<file path="config.mk">
export PLATFORM = sky130hd
export DESIGN_NAME = fifo_wr_arbiter
export DESIGN_NICKNAME = d
export VERILOG_FILES = /design/src/rtl/fifo_pkg.sv /design/src/rtl/fifo_wr_arbiter_rr_pick.sv /design/src/rtl/fifo_wr_arbiter.sv
export SDC_FILE = /design/constraint.sdc
export NUM_CORES = 1
export LEC_CHECK = 0
export ABC_AREA = 1
export CAP_MARGIN = 20
export CELL_PAD_IN_SITES_DETAIL_PLACEMENT = 0
export CELL_PAD_IN_SITES_GLOBAL_PLACEMENT = 1
export CORE_MARGIN = 5
export CORE_UTILIZATION = 23
export CTS_CLUSTER_SIZE = 20
export DETAILED_ROUTE_END_ITERATION = 10
export GPL_ROUTABILITY_DRIVEN = 1
export PLACE_DENSITY_LB_ADDON = 0.1
export SETUP_SLACK_MARGIN = 0.5
export SYNTH_ARGS = -nofsm -noshare
export SYNTH_HDL_FRONTEND = slang
export SYNTH_HIERARCHICAL = 1
export SYNTH_SLANG_ARGS = --single-unit
</file>
<file path="constraint.sdc">
create_clock -name wclk -period 1.45 [get_ports wclk]
set_input_delay 0.3625 -clock wclk [delete_from_list [all_inputs] [get_ports wclk]]
set_output_delay 0.3625 -clock wclk [all_outputs]
set_load 0.01 [all_outputs]
</file>
<file path="src/rtl/fifo_pkg.sv">
// Shared types and width helpers for the FIFO-side schedulers.
package fifo_pkg;

    typedef enum logic {
        IDLE  = 1'b0,
        GRANT = 1'b1
    } arb_state_e;

    // A one-requester configuration still needs a 1-bit index.
    function automatic int id_width(input int num_req);
        return (num_req > 1) ? $clog2(num_req) : 1;
    endfunction

    function automatic int burst_cnt_width(input int max_burst);
        return $clog2(max_burst + 1);
    endfunction

endpackage

</file>
<file path="src/rtl/fifo_wr_arbiter_rr_pick.sv">
// Combinational round-robin selector: first set request at or after rr_ptr.
module rr_pick
    import fifo_pkg::*;
#(
    parameter int NUM_REQ  = 4,
    parameter int ID_WIDTH = id_width(NUM_REQ)
) (
    input  logic [NUM_REQ-1:0]  req,
    input  logic [ID_WIDTH-1:0] rr_ptr,
    output logic                found,
    output logic [ID_WIDTH-1:0] idx
);

    // Wrap is an explicit subtract so non-power-of-two NUM_REQ works.
    always_comb begin
        int cand;
        cand  = 0;
        found = 1'b0;
        idx   = '0;
        for (int i = 0; i < NUM_REQ; i++) begin
            cand = int'(rr_ptr) + i;
            if (cand >= NUM_REQ) begin
                cand = cand - NUM_REQ;
            end
            if (!found && req[cand]) begin
                found = 1'b1;
                idx   = ID_WIDTH'(cand);
            end
        end
    end

endmodule

</file>
<file path="src/rtl/fifo_wr_arbiter.sv">
// Round-robin burst scheduler sharing the async FIFO's single write port.
module fifo_wr_arbiter
    import fifo_pkg::*;
#(
    parameter int NUM_REQ    = 4,
    parameter int DATA_WIDTH = 8,
    parameter int MAX_BURST  = 4,
    parameter int ID_WIDTH   = id_width(NUM_REQ)
) (
    input  logic                          wclk,
    input  logic                          wrst_n,
    input  logic [NUM_REQ-1:0]            req_valid,
    input  logic [NUM_REQ-1:0]            req_last,
    input  logic [NUM_REQ*DATA_WIDTH-1:0] req_data,
    output logic [NUM_REQ-1:0]            req_ready,
    input  logic                          full,
    output logic                          w_en,
    output logic [DATA_WIDTH-1:0]         data_in,
    output logic [ID_WIDTH-1:0]           gnt_id,
    output logic                          busy
);

    localparam int CNT_WIDTH = burst_cnt_width(MAX_BURST);
    localparam logic [ID_WIDTH-1:0]  LAST_ID  = ID_WIDTH'(NUM_REQ - 1);
    localparam logic [CNT_WIDTH-1:0] CNT_LAST = CNT_WIDTH'(MAX_BURST - 1);

    arb_state_e            state_q, state_d;
    logic [ID_WIDTH-1:0]   gnt_id_q, gnt_id_d;
    logic [ID_WIDTH-1:0]   rr_ptr_q, rr_ptr_d;
    logic [CNT_WIDTH-1:0]  burst_cnt_q, burst_cnt_d;

    logic                  pick_found;
    logic [ID_WIDTH-1:0]   pick_idx;
    logic                  granted;
    logic                  burst_end;

    rr_pick #(
        .NUM_REQ  (NUM_REQ),
        .ID_WIDTH (ID_WIDTH)
    ) u_rr_pick (
        .req    (req_valid),
        .rr_ptr (rr_ptr_q),
        .found  (pick_found),
        .idx    (pick_idx)
    );

    // Write port is driven straight from the held grant, so a beat costs no extra cycle.
    always_comb begin
        granted   = (state_q == GRANT);
        busy      = granted;
        gnt_id    = gnt_id_q;
        w_en      = granted && req_valid[gnt_id_q] && !full;
        req_ready = '0;
        if (granted && !full) begin
            req_ready[gnt_id_q] = 1'b1;
        end
        data_in   = granted ? req_data[int'(gnt_id_q)*DATA_WIDTH +: DATA_WIDTH] : '0;
        burst_end = w_en && (req_last[gnt_id_q] || (burst_cnt_q == CNT_LAST));
    end

    always_comb begin
        state_d     = state_q;
        gnt_id_d    = gnt_id_q;
        rr_ptr_d    = rr_ptr_q;
        burst_cnt_d = burst_cnt_q;
        case (state_q)
            IDLE: begin
                if (pick_found) begin
                    gnt_id_d = pick_idx;
                    state_d  = GRANT;
                end
            end
            GRANT: begin
                if (burst_end) begin
                    rr_ptr_d    = (gnt_id_q == LAST_ID) ? '0 : gnt_id_q + ID_WIDTH'(1);
                    burst_cnt_d = '0;
                    state_d     = IDLE;
                end else if (w_en) begin
                    burst_cnt_d = burst_cnt_q + CNT_WIDTH'(1);
                end
            end
            default: state_d = IDLE;
        endcase
    end

    always_ff @(posedge wclk or negedge wrst_n) begin
        if (!wrst_n) begin
            state_q     <= IDLE;
            gnt_id_q    <= '0;
            rr_ptr_q    <= '0;
            burst_cnt_q <= '0;
        end else begin
            state_q     <= state_d;
            gnt_id_q    <= gnt_id_d;
            rr_ptr_q    <= rr_ptr_d;
            burst_cnt_q <= burst_cnt_d;
        end
    end

endmodule

</file>
* Word-level counts from Yosys, hierarchy flattened
Cells that the tools add are included. W data, S select, Z words.
Operators by class: magnitude comparators 10, bitwise operators 1, equal/unequal tests 2, multiplexer cells 38, add/subtract/negate cells 9, reduce and logical (&&, ||, !) cells 17, shift-type cells 1
Operators by type and width (count):
- $lt A32 B4 Y1 const B | 4
- $mux W32 | 4
- $ge A32 B4 Y1 const B | 3
- $sub A32 B4 Y32 const B | 3
- $shiftx A32 B6 Y8 | 1
- $mux W1 | 17
- $bmux W1 S2 | 6
- $mux W2 | 5
- $logic_and A1 B1 Y1 | 8
- $mux W8 | 1
- $add A2 B2 Y3 const B | 2
- $mux W3 | 2
- $reduce_and A2 Y1 | 3
- $logic_not A1 Y1 | 4
- $mux W4 | 1
- $sub A2 B3 Y4 const B | 1
- $add A2 B1 Y3 const B | 1
- $add A3 B1 Y3 const B | 1
- $eq A3 B2 Y1 const B | 1
- $ge A2 B3 Y1 const B | 1
- $lt A2 B3 Y1 const B | 1
- $add A2 B1 Y2 const B | 1
- $demux W1 S2 | 1
- $eq A2 B2 Y1 const B | 1
- other kinds (5) | 5
Storage, ports and cells: register bits after elaboration 8, output and inout bits 16, bits of input ports 43, logic and storage cells 82

* Depth between registers and ports, before layout
Gate-level depths: netlist of the first run.
word-level depth 17, mapped depth 12, gate-level depth less buffers 12

* Hierarchy
Netlist of the first run, hierarchy kept.
By module, submodules not included:
- fifo_wr_arbiter | times used 1, cells each 139, area each 842.1 um2
- rr_pick | times used 1, cells each 59, area each 319.1 um2

* Worst setup path before layout of the first run
Ideal clock, no wire load.
kind register -> output, start point register gnt_id_q[1] (netlist: gnt_id[1]), end point output req_ready[0], data arrival time 1.224 ns, slack -0.136 ns, buffers on the path 1, stages on the path, launching flop included 6, path through dfrtp_1 inv_1 clkbuf_1 ha_1 inv_1 nor2_1
Between the ends: word-level cells in the longest chain between the ends 5
Ends and longest elaborated chain:
- start: declaration | RTL line fifo_wr_arbiter.sv:28 | logic [ID_WIDTH-1:0] gnt_id_q, gnt_id_d;
- start signal: assignment | RTL line fifo_wr_arbiter.sv:94 | gnt_id_q <= gnt_id_d;
- $lt A2 B3 Y1 (not written as such) / $ge A2 B1 Y1 (equally long branches) | RTL line fifo_wr_arbiter.sv:55 | req_ready[gnt_id_q] = 1'b1;
- $logic_and A1 B1 Y1 (not written as such) | RTL line fifo_wr_arbiter.sv:55
- $mux W1 (not written as such) | RTL line fifo_wr_arbiter.sv:55
- $demux W1 S2 * | RTL line fifo_wr_arbiter.sv:55
- $mux W4 * | RTL line fifo_wr_arbiter.sv:54 | if (granted && !full) begin
- end: declaration | RTL line fifo_wr_arbiter.sv:15 | output logic [NUM_REQ-1:0] req_ready,
Every way passes the cells marked *; elsewhere a longest branch is shown, timed or not.

* Worst setup path in the final report of the first run
start point register gnt_id_q[0] (netlist: gnt_id[0]), end point output w_en
Between the ends: word-level cells in the longest chain between the ends 4
Ends and longest elaborated chain:
- $bmux W1 S2 | RTL line fifo_wr_arbiter.sv:52 | w_en = granted && req_valid[gnt_id_q] && !full;
- $mux W1 (not written as such) | RTL line fifo_wr_arbiter.sv:52
- $logic_and A1 B1 Y1 (2 in a row) | RTL line fifo_wr_arbiter.sv:52
- end: declaration | RTL line fifo_wr_arbiter.sv:17 | output logic w_en,
No other way between the ends. The select of a mux whose other input is x is not followed.

==> metrics.txt, run 1 <==
outcome=finished with violations; violated checks=setup timing; Clk pin slew, worst setup/hold paths=0.04 ns; Fin Setup TNS=-4.10 ns; max-cap violations=0; Finish-stage setup viols=22; Worst Reg-to-Reg Cells=11; wirelength, routed=4440 um; top cells by area, synth=dfrtp_1 (17%), nand2_1 (15%), nor2_1 (13%); die area=6570 um2; dpl hpwl=3260 um; Starting Density=0.241; crit path max fanout=6; initial antenna violation count=0; max_slew headroom=0.750; initial drt markers=27; Syn. warnings=6; share of the clock period used by the worst path=1.20; final core utilization=0.536; Yosys cell types=21; Pleak=1.21 nW; Via-to-Cell Ratio=4.15; CP Capture Type=output port; overall power=5.26 mW; Final nets=348; gr ovfl total=0; global-route wire length before repair=7070 um; CP arrival=1.38 ns; I/O pins=59; layout cells sized above 1=0.547; R2R Setup Slk=-0.11 ns; part of the power in combinational logic=0.863; syn avg cell area=5.86 um2; Slew Limit Fails=0; CTS max path bufs=2; DR WL/cell=12.2 um; first drt pass iteration count=4; hold_ws=0.422 ns; worst hold path class=input pin to asynchronous set/reset pin; area of the mapped netlist=1160 um2; CP required=1.09 ns; drc violations=0; CTS Sinks=8; fmax=574 MHz; CTS root buf=clkbuf_8; startpoint types=flip-flop; Worst Tran Pin Value=0.373 ns; Mapped Cells=198; Seq/Total Area, Yosys=0.172; TritonCTS clock tree=done; proportion of power drawn by flip-flops and latches=0.084; number of H-tree levels=1; Peak VDD IR=0.936 mV; vias in the first global route=1491; reg2reg end=busy; core area=4820 um2; cell with the most instances after synthesis=nand2_1; commonest cells in the netlist=nand2_1 (47), nor2_1 (41), inv_1 (21); Int Pwr=2.78 mW; clock insertion delay at the later pin of the skew report=0.22 ns; pre-CTS setup slack=-0.726 ns; sw frac=0.470; ANT cells=0; DIE HEIGHT=81.1 um; Area growth syn-to-layout=122%; vias after detailed routing=1515; RSZ-0062 raised after global routing=yes; Die X=81.1 um; Sw Pwr=2.47 mW; final critical-path required period=1.74 ns; Rows=25; clock power share=0.053; crit path kind=flip-flop to output port; placer congestion estimate=0.757; clock skew=0.00178 ns; pwr/cell area=2040 nW/um2; syn_nets=247; PortBufs=58; dominant cell type by area after synthesis=dfrtp_1; total CTS buffers=3; Synth Flop Type=dfrtp_1; Post-synth EDFFs=0; pin count of the biggest net entering global routing=12; Total GRT Usage=0.137; RR Startpoint=gnt_id[0]; Worst Slack Setup Final=-0.291 ns; share of the synthesized area in the top cell type=0.172; Async SR Flop Fraction=1.00; Fin. Hold Viols=0; cts hold-fix bufs=0; antenna viol nets, final=0; Seq cells post-synth=8
-- power by group through the flow --
stage,Clock [mW],Combinational [mW],Sequential [mW]
after global placement,0,3.41,0.449
after global routing,0.306,4.94,0.461
after floorplan,0,2.14,0.469
after CTS,0.288,4.12,0.430
after detailed placement,0,3.39,0.450
final,0.276,4.54,0.442
-- what timing repair did --
item                                    4_1_cts  5_1_grt
endpoints found under the setup margin       24       24
cloned                                        1        1
setup buffers                                19        3
gates resized for setup                     121       39
hold endpoints to repair                      0        0
pin swaps                                    15       20
-- layout make-up --
| type | count | area (um2) |
|---|---|---|
| Sequential cell | 8 | 205 |
| Fill cell | 489 | 2240 |
| Tap cell | 67 | 83.8 |
| Timing Repair Buffer | 103 | 1010 |
| Multi-Input combinational cell | 158 | 1100 |
| Inverter | 25 | 129 |
| Clock buffer | 4 | 45.0 |
-- layer usage --
metal  wire length (um)  vias to the layer above  global-route usage
met5                  0                        -                   0
met4                  0                        0              0.0101
met3                183                        0              0.0266
met2               2250                       25               0.245
met1               2000                      671               0.178
li1                   -                      819                   -
-- flip-flops by register name, summed over array words and instances (netlist names) --
register and count:
rr_ptr_q 2, gnt_id 2, burst_cnt_q 3, busy 1
-- worst max-delay path: stages, from the launching register on --
cell	delay (ns)
dfrtp_2	0.43
buf_6	0.14
buf_12	0.13
nand2_1	0.07
nand3_2	0.09
nand2_4	0.10
nand2_4	0.05
inv_4	0.05
buf_6	0.09
-- logic make-up (layout without fill, tap and decap cells) --
kind of cell,after synthesis,in the layout,share of synthesized area
flops,8,8,0.172
compound gates,28,28,0.121
fa+ha+maj,6,6,0.0647
simple gates,124,124,0.512
buf+inv,32,132,0.130
-- cells in the final DEF (no fill, tap or decap), types with 5 or more instances in the layout --
cell / Yosys / layout
nor2_4: 2 / 9
nand2_1: 47 / 38
dlygate4sd2_1: 0 / 5
nand3_2: 5 / 8
inv_1: 21 / 12
nor2_2: 1 / 15
buf_6: 3 / 21
buf_2: 1 / 10
a21oi_2: 0 / 9
nor2_1: 41 / 20
o21ai_2: 0 / 10
clkdlybuf4s50_1: 0 / 37
inv_2: 4 / 7
buf_4: 2 / 24
nand2_4: 4 / 11
o21ai_1: 5 / 7
nand2_2: 13 / 15
-- through the flow --
| step | area (um2) | std cells |
|---|---|---|
| after floorplan | 1310 | 198 |
| after global placement | 2090 | 337 |
| after detailed placement | 2090 | 337 |
| after CTS | 2390 | 361 |
| after global routing | 2580 | 365 |
| final | 2580 | 365 |
-- how the worst max path moves through the flow --
stage / endpoint / depth (start not counted) / startpoint
global placement: data_in[1] / 6 / req_data[1]
finish: w_en / 8 / gnt_id[0]
global route: w_en / 9 / gnt_id[0]
CTS: w_en / 9 / gnt_id[0]
floorplan: data_in[0] / 6 / gnt_id[0]
detailed placement: w_en / 8 / req_valid[1]
Note: power is estimated with default switching activity, not from simulation.
==> inputs of run 2 (changes only) <==
--- a/config.mk
+++ b/config.mk
@@ -13,8 +13,7 @@
 export CORE_UTILIZATION = 23
 export CTS_CLUSTER_SIZE = 20
 export DETAILED_ROUTE_END_ITERATION = 10
-export GPL_ROUTABILITY_DRIVEN = 1
-export PLACE_DENSITY_LB_ADDON = 0.1
+export PLACE_DENSITY = 0.85
 export SETUP_SLACK_MARGIN = 0.5
 export SYNTH_ARGS = -nofsm -noshare
 export SYNTH_HDL_FRONTEND = slang
==> run 2 against run 1 <==
Compared with the run above:
- the flow still finishes with violations (setup timing)
- setup slack worse by 0.055 ns
- sequential cell count unchanged
- sequential power up 8.4%
- non-clock buffer count down 10
- utilization down 3.7 points
- clock power up 3%
- sequential share of layout area up 0.58 points
- worst hold slack worse by 0.0046 ns
- routed wire length up 1.5%
==> metrics.txt, run 2 (synthesized netlist as in run 1, its figures left out) <==
ANT cells=0; Area growth syn-to-layout=107%; Starting Density=0.241; number of H-tree levels=1; share of the clock period used by the worst path=1.24; dpl hpwl=3340 um; PortBufs=58; DR WL/cell=12.7 um; Pleak=1.13 nW; worst hold path class=input pin to asynchronous set/reset pin; vias in the first global route=1516; drc violations=0; worst-path cell chain=inv_4, buf_12, buf_16, o21ai_2, a21oi_2, buf_2; clock insertion delay at the later pin of the skew report=0.23 ns; slowest CP cell=dfrtp_2; CP Capture Type=output port; critical path's top delay family=buffers and inverters; Rows=25; vias after detailed routing=1552; Finish-stage setup viols=21; Worst Slack Setup Final=-0.346 ns; first drt pass iteration count=4; violated checks=setup timing; initial drt markers=53; pre-CTS setup slack=-0.750 ns; gr ovfl total=0; CTS root buf=clkbuf_8; pin count of the biggest net entering global routing=10; CP arrival=1.43 ns; Biggest register=burst_cnt_q; Clk pin slew, worst setup/hold paths=0.05 ns; crit path max fanout=7; TritonCTS clock tree=done; RR Startpoint=gnt_id[0]; number of flip-flops in the largest register=3; DIE HEIGHT=81.1 um; DP Area=2070 um2; CTS Sinks=8; Peak VDD IR=1.40 mV; crit path kind=flip-flop to output port; max-cap violations=0; core area=4820 um2; pwr/cell area=2030 nW/um2; Fin. Hold Viols=0; design area=2400 um2; Die X=81.1 um; register area=205 um2; fill cell count=497; layout cells sized above 1=0.479; startpoint types=flip-flop; final critical-path required period=1.80 ns; Total GRT Usage=0.139; Final nets=338; crit path from=gnt_id[0]; outcome=finished with violations; commonest non-fill, non-tap cell in the layout=nand2_1; max_slew headroom=0.746; RSZ-0062 raised after global routing=yes; die area=6570 um2; cts hold-fix bufs=0; I/O pins=59; placer congestion estimate=0.816; most frequent cells in the layout=nand2_1 (40), clkdlybuf4s50_1 (37), nor2_1 (28), buf_6 (23), buf_4 (16); Via-to-Cell Ratio=4.37; Slew Limit Fails=0; CTS max path bufs=2; clock skew=0.00655 ns; wirelength, routed=4500 um; global-route wire length before repair=7150 um; multi-input logic area=1050 um2; Worst Tran Pin Value=0.380 ns; WP buf/inv=4; antenna viol nets, final=0; total CTS buffers=3; initial antenna violation count=0; slowest stage delay, CP=0.47 ns; fmax=557 MHz; CP required=1.09 ns
==> run 2: repair_timing <==
action / 4_1_cts / 5_1_grt
cloned: 1 / 0
gates resized for setup: 109 / 30
endpoints found under the setup margin: 24 / 24
pin swaps: 17 / 22
buffers inserted: 8 / 4
==> run 2: area by class of cell <==
type | instances | share of cell area
multi-input combinational | 158 | 0.436
timing repair buffer | 93 | 0.378
sequential | 8 | 0.0854
inverter | 25 | 0.0463
tap | 67 | 0.0349
clock buffer | 4 | 0.0187
==> run 2: layer usage <==
layer | vias up | track usage | routed length, um
li1 | 793 | - | -
met1 | 708 | 0.171 | 1930
met2 | 40 | 0.245 | 2330
met3 | 11 | 0.0188 | 139
met4 | 0 | 0.0507 | 106
met5 | - | 0 | 0
==> run 2: worst paths after layout <==
path,slack [ns],endpoint,cells past startpoint
hold reg to reg,0.48,burst_cnt_q[2],2
hold / removal,0.42,busy,1
max in group asynchronous,0.73,rr_ptr_q[0],1
setup / recovery,-0.35,data_in[5],6
min in group wclk,0.48,burst_cnt_q[2],2
setup reg to reg,-0.20,busy,12
==> run 2: power by group <==
part	switching (mW)	leakage (nW)	internal (mW)
clock network	0.0927	0.0228	0.191
logic	2.13	1.02	1.98
registers	0.147	0.0941	0.332
total	2.37	1.13	2.50
==> run 2: per-stage QoR <==
step | instances | setup TNS, ns | utilization | total power [mW] | hold slack [ns]
after global placement | 338 | -10.16 | 0.430 | 3.79 | 0.463
after CTS | 351 | -4.01 | 0.471 | 4.54 | 0.429
after floorplan | 198 | 0 | - | 2.61 | 0.0669
after detailed placement | 338 | -10.36 | 0.430 | 3.82 | 0.466
final | 355 | -4.35 | 0.499 | 4.87 | 0.417
after global routing | 355 | -5.79 | 0.499 | 5.26 | 0.444
==> inputs of run 3 (changes only) <==
--- a/config.mk
+++ b/config.mk
@@ -14,7 +14,7 @@
 export CTS_CLUSTER_SIZE = 20
 export DETAILED_ROUTE_END_ITERATION = 10
 export PLACE_DENSITY = 0.85
-export SETUP_SLACK_MARGIN = 0.5
+export SETUP_SLACK_MARGIN = 0.15
 export SYNTH_ARGS = -nofsm -noshare
 export SYNTH_HDL_FRONTEND = slang
 export SYNTH_HIERARCHICAL = 1
==> run 3 against run 2 <==
Compared with the run above:
- the flow still finishes with violations (setup timing)
- largest power group unchanged
- die area did not move
- critical path type unchanged
- sequential power fell by 1%
- critical endpoint is now req_ready[1]
- total power fell by 6.5%
- via count barely moved
- largest cell class unchanged
- utilization fell by 1.1 points
==> metrics.txt, run 3 (synthesized netlist as in run 1, its figures left out) <==
outcome=finished with violations; violated checks=setup timing; startpoint types=flip-flop; CTS max path bufs=2; DP Area=2090 um2; design area=2350 um2; antenna viol nets, final=0; CP required=1.09 ns; layout cells sized above 1=0.480; Peak VDD IR=0.630 mV; RSZ-0062 raised after global routing=yes; share of the clock period used by the worst path=1.19; clock skew=0.00706 ns; hold_ws=0.410 ns; core area=4820 um2; overall power=4.56 mW; clock insertion delay at the later pin of the skew report=0.23 ns; RR Startpoint=gnt_id[0]; initial drt markers=23; commonest non-fill, non-tap cell in the layout=clkdlybuf4s50_1; number of H-tree levels=1; Via-to-Cell Ratio=4.30; most frequent cells in the layout=clkdlybuf4s50_1 (37), nand2_1 (36), nor2_1 (30), buf_4 (27), nand2_2 (22); CTS root buf=clkbuf_8; Starting Density=0.241; total CTS buffers=3; grt met2 use=0.230; placer congestion estimate=0.790; Worst Reg-to-Reg Cells=10; initial antenna violation count=0; DR WL/cell=11.7 um; Total GRT Usage=0.125; Worst Slack Setup Final=-0.276 ns; final critical-path required period=1.73 ns; worst hold path class=input pin to asynchronous set/reset pin; reg2reg end=burst_cnt_q[1]; CTS Sinks=8; ANT cells=0; CP Capture Type=output port; grt met3 use=0.0333; fmax=579 MHz; gr ovfl total=0; crit path max fanout=5; Slew Limit Fails=0; Biggest register=burst_cnt_q; Rows=25; pre-CTS setup slack=-0.712 ns; Fin Setup TNS=-3.45 ns; dpl hpwl=3270 um; Final nets=344; max_slew headroom=0.756; vias in the first global route=1471; # placed instances=345; vias after detailed routing=1551; Worst Tran Pin Value=0.365 ns; Area growth syn-to-layout=102%; Die X=81.1 um; pin count of the biggest net entering global routing=16; crit path kind=flip-flop to output port; max-cap violations=0; drc violations=0; M1 GR Usage=0.151; pwr/cell area=1940 nW/um2; Clk pin slew, worst setup/hold paths=0.05 ns; DIE HEIGHT=81.1 um; Fin. Hold Viols=0; I/O pins=59; TritonCTS clock tree=done; CP arrival=1.36 ns; PortBufs=58; grt peak-use layer=met2; R2R Setup Slk=-0.04 ns; Pleak=1.12 nW; Finish-stage setup viols=17; Final Instance Count excl. Fillers=361; wirelength, routed=4220 um; die area=6570 um2; number of flip-flops in the largest register=3; first drt pass iteration count=4; final core utilization=0.488; global-route wire length before repair=6540 um
==> run 3: cell types whose count changed in the layout (fill, tap and decap cells not counted), moves of 3 or more <==
cell	change
nor2_4	-3
buf_6	-9
buf_2	+3
buf_4	+11
inv_2	+3
o21ai_1	+7
nand2_1	-4
o21ai_2	-6
nand2_4	-3
nand2_2	+7
==> run 3: area by class of cell <==
class / instances / area (um2)
multi-input combinational: 158 / 1010
clock buffer: 4 / 45.0
tap: 67 / 83.8
sequential: 8 / 205
fill: 510 / 2470
timing repair buffer: 99 / 903
inverter: 25 / 104
==> run 3: metal layers <==
metal  vias to the layer above  share of wire
met4                         0              0
met2                        48           0.49
li1                        808              -
met1                       695           0.42
met3                         0          0.090
met5                         -              0
==> run 3: power breakdown <==
part / internal (mW) / total [mW] / leakage (nW) / switching [mW]
registers: 0.332 / 0.473 / 0.0941 / 0.141
clock network: 0.191 / 0.285 / 0.0228 / 0.0940
logic: 1.84 / 3.80 / 1.01 / 1.96
total: 2.36 / 4.56 / 1.12 / 2.19
==> run 3: what timing repair did <==
action                     CTS  global route
gates resized for setup    112            18
buffers inserted             6             4
pin swaps                   13            21
gates cloned                 2             0
hold buffers                 0             0
setup endpoints to repair   24            23
==> run 3: worst max path at each step <==
stage / from / end / cells after the start
finish: gnt_id[0] / req_ready[1] / 6
global route: gnt_id[0] / data_in[1] / 6
CTS: gnt_id[0] / data_in[2] / 6
detailed placement: req_valid[1] / w_en / 8
global placement: req_valid[1] / w_en / 8
floorplan: gnt_id[0] / data_in[0] / 6
==> run 3: worst max-delay path: stages, from the launching register on <==
cell,delay (ns)
dfrtp_2,0.48
clkbuf_16,0.18
buf_6,0.12
ha_4,0.14
inv_2,0.04
nor2_2,0.02
buf_2,0.14
==> variant, RTL diff (flow settings as in run 1) <==
`NUM_REQ` is set to 4 in 2 places; all go to 2.
--- a/src/rtl/fifo_wr_arbiter_rr_pick.sv
+++ b/src/rtl/fifo_wr_arbiter_rr_pick.sv
@@ -4,3 +4,3 @@
 #(
-    parameter int NUM_REQ  = 4,
+    parameter int NUM_REQ  = 2,
     parameter int ID_WIDTH = id_width(NUM_REQ)
--- a/src/rtl/fifo_wr_arbiter.sv
+++ b/src/rtl/fifo_wr_arbiter.sv
@@ -4,3 +4,3 @@
 #(
-    parameter int NUM_REQ    = 4,
+    parameter int NUM_REQ    = 2,
     parameter int DATA_WIDTH = 8,
Interface: changed (5 resized); port bits go from 59 to 36. The function was not compared with the original's and may differ.
==> variant against run 1 <==
Routed wire length shrank 59%; count of clock-buffer cells in the layout unchanged; total power shrank 56%; critical path type unchanged; clock skew increased by 0.0032 ns; register-to-register slack better by 0.28 ns; cell area shrank 50%; synthesized area decreased by 55%; fmax grew 9.7%; the flow still finishes with violations (negative setup slack); sequential cell count shrank 2; worst setup slack improved by 0.15 ns.
==> variant: results (changes against run 1) <==
.. list-table::
   :header-rows: 1

   * - Metric
     - Value
   * - Filler instances
     - 219 (-55%)
   * - First-pass GRT wire length
     - 2780 um (-61%)
   * - Initial drt markers
     - 9 (-67%)
   * - Failing checks
     - negative setup slack
   * - Largest stage delay, worst path
     - 0.45 ns (+0.02 ns)
   * - Slew margin rel.
     - 0.835 (+0.0847)
   * - Post-detail-place hpwl
     - 1330 um (-59%)
   * - Final wirelength
     - 1830 um (-59%)
   * - Net count after synthesis
     - 107 (-57%)
   * - Least setup slack across all paths after layout
     - -0.138 ns (+0.154 ns)
   * - Max VDD drop
     - 0.000943 V (+0.79%)
   * - Sequential share of the synthesized area
     - 0.287 (+0.115)
   * - Final weighted congestion of routability-driven global placement
     - 0.774 (+2.2%)
   * - Number of nets in the final layout
     - 168 (-52%)
   * - P_leak
     - 0.612 nW (-49%)
   * - Fraction of final layout cells sized beyond drive strength 1
     - 0.599 (+0.0516)
   * - Status
     - finished with violations
   * - Number of port buffers
     - 35 (-40%)
   * - GR Util met1
     - 0.113 (-0.0644)
   * - Synth top cells by count
     - sky130_fd_sc_hd__nor2_1 (21), sky130_fd_sc_hd__nand2_1 (20), sky130_fd_sc_hd__inv_1 (9)
   * - Worst skew pair latency
     - 0.24 ns (+0.02 ns)
   * - DP Cell Count
     - 155 (-54%)
   * - Number of unique standard cell types used by synthesis
     - 15 (-29%)
   * - Drt via density
     - 4.06 (-2.2%)
   * - Setup violations, final
     - 11 (-50%)
   * - Met2 layer usage reported by global route
     - 0.192 (-0.0535)
   * - Largest fanout on the critical path
     - 5 (-1)
==> variant: path summary, 6_finish.rpt <==
| kind | start | end | slack [ns] | depth (start not counted) |
|---|---|---|---|---|
| max | gnt_id | data_in[6] | -0.14 | 5 |
| min | wrst_n | busy | 0.35 | 1 |
| max reg2reg | gnt_id | rr_ptr_q | 0.17 | 8 |
| min reg2reg | burst_cnt_q[2] | burst_cnt_q[2] | 0.48 | 2 |
| max in group asynchronous | wrst_n | gnt_id | 0.88 | 1 |
| min in group wclk | burst_cnt_q[2] | burst_cnt_q[2] | 0.48 | 2 |
==> variant: power breakdown <==
group          switching (mW)  total, mW  internal, mW
Sequential             0.0685      0.311         0.243
Combinational           0.873       1.86         0.987
Clock                  0.0555      0.159         0.104
Total                   0.997       2.33          1.33
==> variant: repair_timing <==
item                                    4_1_cts  5_1_grt
gates resized for setup                      86       18
buffers inserted                              5        4
pin swaps                                    23        8
hold buffers                                  0        0
gates cloned                                  1        1
endpoints found under the setup margin       19       19
==> variant: worst max-delay path: cells and delay by family, from the launching register on <==
| family | cells | cell delay, ns |
|---|---|---|
| flops | 1 | 0.45 |
| buf+inv | 3 | 0.38 |
| compound gates | 1 | 0.11 |
| simple gates | 1 | 0.04 |
==> variant: cells by family (layout without fill, tap and decap cells) <==
group,count (synthesis),after routing,share of synthesized area
DFF,6,6,0.287
AOI/OAI and AO/OA,10,10,0.0957
buffers and inverters,14,74,0.120
adders and majority gates,2,2,0.0478
and+or+nand+nor,50,50,0.450
==> variant: layout make-up <==
type | instances | area [sq um] | area share
Multi-Input combinational cell | 62 | 467 | 0.364
Inverter | 11 | 46.3 | 0.0361
Timing Repair Buffer | 58 | 547 | 0.427
Timing Repair inverter | 1 | 8.76 | 0.00684
Sequential cell | 6 | 151 | 0.118
Tap cell | 28 | 35.0 | 0.0273
Clock buffer | 4 | 26.3 | 0.0205
==> variant: metrics by stage <==
| step | setup TNS (ns) | setup WS [ns] | cell area, sq um |
|---|---|---|---|
| 2_1_floorplan | 0 | 0.283 | 583 |
| 3_3_place_gp | -5.48 | -0.576 | 1050 |
| 3_5_place_dp | -5.66 | -0.607 | 1050 |
| 4_1_cts | -0.985 | -0.171 | 1180 |
| 5_1_grt | -1.78 | -0.201 | 1280 |
| 6_report | -0.935 | -0.138 | 1280 |
==> variant: layer usage <==
metal | up-vias | wire length, um
met5 | - | 0
met4 | 0 | 5
met3 | 2 | 143
met2 | 19 | 957
met1 | 294 | 726
li1 | 375 | -
